`src/rtl/dec_3_8_pkg.sv`:
```
// Shared sizing and decode helper for the registered 3-to-8 decoder.
// Latency: n/a (package).
// Backpressure: n/a (package).
//
// Contents:
//   SEL_W   width of the binary select
//   OUT_W   width of the one-hot output, always 2**SEL_W
//   onehot  combinational reference decode: en ? (1 << a) : '0
package dec_3_8_pkg;

  localparam int SEL_W = 3;
  localparam int OUT_W = 2 ** SEL_W;

  function automatic logic [OUT_W-1:0] onehot(input logic en, input logic [SEL_W-1:0] a);
    logic [OUT_W-1:0] res;
    res = '0;
    if (en) begin
      res[a] = 1'b1;
    end
    return res;
  endfunction

endpackage : dec_3_8_pkg

```
`src/rtl/dec_3_8_core.sv`:
```
// Combinational 3-to-8 one-hot decode with enable.
// Latency: 0 cycles (pure combinational).
// Backpressure: none; output follows inputs continuously.
//
// Ports:
//   en      decode enable; when low y_next is all zeros
//   a       binary select
//   y_next  one-hot decode of a, or zero when disabled
module dec_3_8_core
  import dec_3_8_pkg::*;
(
  input  logic             en,
  input  logic [SEL_W-1:0] a,
  output logic [OUT_W-1:0] y_next
);

  always_comb begin
    // Zero default keeps the block latch-free and makes an unknown select
    // decode to "no line selected" rather than holding a stale value.
    y_next = '0;
    if (en) begin
      case (a)
        3'd0:    y_next = 8'b0000_0001;
        3'd1:    y_next = 8'b0000_0010;
        3'd2:    y_next = 8'b0000_0100;
        3'd3:    y_next = 8'b0000_1000;
        3'd4:    y_next = 8'b0001_0000;
        3'd5:    y_next = 8'b0010_0000;
        3'd6:    y_next = 8'b0100_0000;
        3'd7:    y_next = 8'b1000_0000;
        default: y_next = '0;
      endcase
    end
  end

endmodule : dec_3_8_core

```
`src/rtl/dec_3_8.sv`:
```
// Registered 3-to-8 one-hot decoder with enable (select-line / write-strobe generator).
// Latency: 1 cycle from en/a to y; synchronous active-high rst clears y on the edge.
// Backpressure: none; a new select is accepted every cycle.
//
// Ports:
//   clk    rising-edge clock
//   rst    synchronous active-high reset, priority over en and a
//   en     decode enable
//   a      binary select
//   y      registered one-hot decode (all zeros when disabled or in reset)
//   y_vld  only when DEC_3_8_VALID_EN is defined: registered copy of en, aligned with y
//
// Build option: define DEC_3_8_VALID_EN to add the y_vld output.
module dec_3_8
  import dec_3_8_pkg::*;
(
  input  logic             clk,
  input  logic             rst,
  input  logic             en,
  input  logic [SEL_W-1:0] a,
  output logic [OUT_W-1:0] y
`ifdef DEC_3_8_VALID_EN
  ,
  output logic             y_vld
`endif
);

  logic [OUT_W-1:0] y_next;

  dec_3_8_core u_core (
    .en     (en),
    .a      (a),
    .y_next (y_next)
  );

  // Output register: keeps y glitch-free and aligned to clk.
  always_ff @(posedge clk) begin
    if (rst) begin
      y <= '0;
    end else begin
      y <= y_next;
    end
  end

`ifdef DEC_3_8_VALID_EN
  always_ff @(posedge clk) begin
    if (rst) begin
      y_vld <= 1'b0;
    end else begin
      y_vld <= en;
    end
  end

  // At most one select line may ever be active.
  a_onehot0 : assert property (@(posedge clk) $onehot0(y));
  // The cycle after reset the decode must be idle.
  a_rst_clear : assert property (@(posedge clk) rst |=> (y == '0 && !y_vld));
`endif

endmodule : dec_3_8

```
`config.mk`:
```
export PLATFORM = sky130hd
export DESIGN_NAME = dec_3_8
export DESIGN_NICKNAME = d
export VERILOG_FILES = /design/src/rtl/dec_3_8_pkg.sv /design/src/rtl/dec_3_8_core.sv /design/src/rtl/dec_3_8.sv
export SDC_FILE = /design/constraint.sdc
export NUM_CORES = 1
export LEC_CHECK = 0
export ABC_CLOCK_PERIOD_IN_PS = 1450
export CAP_MARGIN = 20
export CORE_AREA = 2 2 39 41
export DETAILED_ROUTE_END_ITERATION = 8
export DIE_AREA = 0 0 41 43
export HOLD_SLACK_MARGIN = 0.02
export MAX_ROUTING_LAYER = met4
export REMOVE_ABC_BUFFERS = 1
export SLEW_MARGIN = 10
export SYNTH_ARGS = -nofsm -noshare
export SYNTH_HDL_FRONTEND = slang
export SYNTH_SLANG_ARGS = --single-unit
```
`constraint.sdc`:
```
create_clock -name clk -period 1.45 [get_ports clk]
set_clock_uncertainty 0.15 [all_clocks]
set_input_delay 0.29 -clock clk [delete_from_list [all_inputs] [get_ports clk]]
set_output_delay 0.29 -clock clk [all_outputs]
set_load 0.005 [all_outputs]
```
# Word-level counts from Yosys, hierarchy flattened
# Memories as Yosys holds them, arrays and structs flattened. A register that Yosys moved wholly into a read port is not among the register bits.
# Index checks and enable logic that the tools add are counted.
dict set report classes {
  reduce_logical 1
  bitwise 1
}
# op n
set ops {}
lappend ops {{$reduce_or 2->1} 1}
lappend ops {{$not 1->1} 1}
dict set report totals {
  wordCells 3
  reg_bits 0
  in_bits 6
  memories 1
  rom_bits 64
  output_inout_bits 8
}
# name words width rd rd_clocked_by_memory_dff wr line
set memory_table {}
lappend memory_table {{(name not given)} 8 8 1 1 0 dec_3_8_core.sv:22} ;# case (a)

# Longest topological paths before layout
dict set report logic_depth {
  word_depth 2
  depth_mapped 2
  ltp_nobuf 2
}

# Cells and area by module
# A second synthesis with hierarchy kept.
dict set report unflattened {
  hier_cells 24
  area_unflattened_um2 305.3
}
# module seq_area_each_um2 cells_per_inst instances area_each_um2
set modules_own_cells {}
lappend modules_own_cells {dec_3_8 160.2 16 1 210.2}
lappend modules_own_cells {dec_3_8_core 0.0 8 1 95.1}

# Worst setup path after synthesis
# Ideal clock, no wire load.
dict set report synth_path {
  path_kind {in2reg}
  start {in a[2]}
  end {reg y[0]}
  required_ns 1.227
  path_stages 2
  path_slack_ns 0.453
  n_path_buf 0
  setup_time_ns 0.073
  arrival_ns 0.774
  path_cell_list {or3b_4 -> nor3_2}
}
# element line
set synth_lines {}
lappend synth_lines {{from (decl)} dec_3_8.sv:20} ;# input logic [SEL_W-1:0] a,
lappend synth_lines {{to (decl)} dec_3_8.sv:21} ;# output logic [OUT_W-1:0] y

# Worst setup path in the final report
dict set report layout_path {
  start {in en}
  end {reg y[0]}
}
dict set report layout_via {
  elab_chain_len 2
}
# element line
set layout_lines {}
lappend layout_lines {{from (decl)} dec_3_8.sv:19} ;# input logic en,
lappend layout_lines {{$not 1->1 (no line)} --}
lappend layout_lines {{$reduce_or 2->1 (no line)} --}
# Every way passes these cells.

==> flow_summary.yaml <==
worst_setup_path:
  path_buf_inv: 1
  max_stage_delay_ns: 0.47
  critPathSlowestCell: "clkdlybuf4s50_1"
  crit_path_end_kind: "flip-flop"
  crit_chain: "clkdlybuf4s50_1, or3b_4, nor3_2"
  cpLargestDelayFamily: "simple AND/OR/NAND/NOR gates"
  required_ns: 1.48
  worst-path-max-fanout: 4
  path_class: "in2reg"
  startpoint_type: "input pin"
  cp.arrival_ns: 1.27
timing:
  tightest_slew_ns: 0.179
  finalHoldViolCount: 0
  rsz0062_at_grt: "false"
  fmaxAchievable_ghz: 0.806
  period_share_pct: 85.5
  slew_violations: 0
  layout_min_cycle_time_ns: 1.24
  finalSetupViolCount: 0
  slew-limit-headroom_pct: 88.1
route:
  drt_iter0_markers: 2
  via_count: 193
  dr.pass1.iters: 2
  via_per_inst: 3.64
  wl_um: 424
  drc: 0
  antenna_left: 0
  detail_route.wl_per_cell_um: 8.00
power_and_ir_drop:
  peakVddDrop_v: 0.000302
  powerDensity_nw_per_um2: 1070
  leakage_nw: 0.185
logic_synthesis:
  synth_warnings: 0
  yosysSeqAreaShare_pct: 68.8
  yosys-top-cells-area: "dfxtp_1, nor2_1, nand2b_1, or3b_4, nor3_2"
  synth_cell_type_count: 8
  synthAdderAreaFrac_pct: 0
  synth_top_area_share_pct: 68.8
  yosys.area_share.simple_pct: 31.2
  async_reset_ff_share_pct: 0
  synthCells: 21
  avgSynthCellArea_um2: 11.1
  syn_area_um2: 233
  synth_top_family_by_area: "simple AND/OR/NAND/NOR gates"
  synth_compound_area_share_pct: 0
  synth.most_common_cell: "dfxtp_1"
  synth_enable_flop_cells: 0
  ys.flop_type: "dfxtp_1"
  synth_xor_area_share_pct: 0
  synthMuxAreaShare_pct: 0
  yosys-top-cells-count: "dfxtp_1, nor2_1, nand2b_1"
  synth_seq_cells: 8
  synth_area_leader_cell: "dfxtp_1"
clocking:
  postCtsHoldBufs: 0
  htree_levels: 1
  cts-root-buf: "clkbuf_4"
  cts_tree: "yes"
  cts_buffers: 3
  clock_path_buffers: 2
  clkTransAtPathRegs_ns: 0.05
  cts_num_sinks: 8
grt:
  grt_remaining_overflow: 0
  grt.total_usage_pct: 6.71
  grt_antenna_before_repair: 0
  grt_max_degree: 6
  grt_pass1_wl_um: 662
  grt_pass1_vias: 171
cells_and_area:
  largest_reg_flops: 8
  final_util_pct: 28.6
  fin_cells: 53
  fillers: 153
  area_growth_pct: 69.9
  reg_top3: "y: 8 flops"
  max_flop_register: "y"
  drive_gt1_share_pct: 13.5
  nets: 45
  n_antenna_cell: 0
  seqCellArea_um2: 160
  multi_input_area_um2: 72.6
die:
  core_area_um2: 1380
  rows: 14
  start_util_pct: 16.8
  dieArea_um2: 1760
  die_y_um: 43
  dieWidth_um: 41
  ios: 14
outcome:
  status: "complete, no violations"
flow_run:
  drv_cap: 0
min_path:
  hold_class: "in2reg"
placement:
  gp_congestion: 0.658
  dp_hpwl_um: 330
  portBuffers: 13
  placedCellCount: 50
worst paths after layout:
path,start,end,slack [ns],cells past startpoint
worst max-delay path,en,y[0],0.21,3
worst min-delay path,a[0],y[0],0.55,2
cell families (layout without fill, tap and decap cells):
group | Yosys count | count (layout)
buffers and inverters | 0 | 16
DFF | 8 | 8
and+or+nand+nor | 13 | 13
power breakdown:
part | internal (W) | total, W | switching (W) | leakage (nW)
combinational | 0.0000205 | 0.0000329 | 0.0000124 | 0.106
clock | 0.0000944 | 0.000166 | 0.0000720 | 0.0138
sequential | 0.000224 | 0.000225 | 0.000000667 | 0.0648
stage by stage:
stage	hold slack [ns]	power, W	TNS (ns)	worst slack, ns	instance area (um2)
finish	0.546	0.000424	0	0.210	395
detailed placement	0.809	0.000265	-0.171	-0.0598	383
CTS	0.540	0.000433	0	0.200	395
global route	0.554	0.000444	0	0.166	395
global placement	0.801	0.000265	-0.127	-0.0427	383
floorplan	0.209	0.000239	0	0.453	233
layout make-up:
class	instances	area share, %
flip-flops and latches	8	40.5
clock buffers	3	5.70
well taps	16	5.06
multi-input cells	13	18.4
repair buffers	13	30.4
routing by layer:
| layer | vias to the layer above | wire length (um) | track usage [%] | part of all wire, % |
|---|---|---|---|---|
| met5 | - | 0 | - | 0 |
| met4 | 0 | 21 | 10.0 | 5.0 |
| met3 | 4 | 55 | 3.14 | 13 |
| met2 | 12 | 181 | 7.19 | 43 |
| met1 | 77 | 165 | 6.84 | 39 |
| li1 | 100 | - | - | - |
cell usage in the layout, fill, tap and decap left out, drive strengths merged:
cell           Yosys  layout
clkbuf             0       3
clkdlybuf4s50      0       5
dfxtp              8       8
dlygate4sd2        0       8
nand2              1       1
nand2b             2       2
nand3b             1       1
nor2               6       6
nor3               2       2
or3b               1       1
timing repair:
action                     in CTS  in global routing
buffers inserted                0                  0
setup endpoints to repair       8                  0
resized for setup               8                  0
No activity file was read; power rests on OpenSTA's default activity.
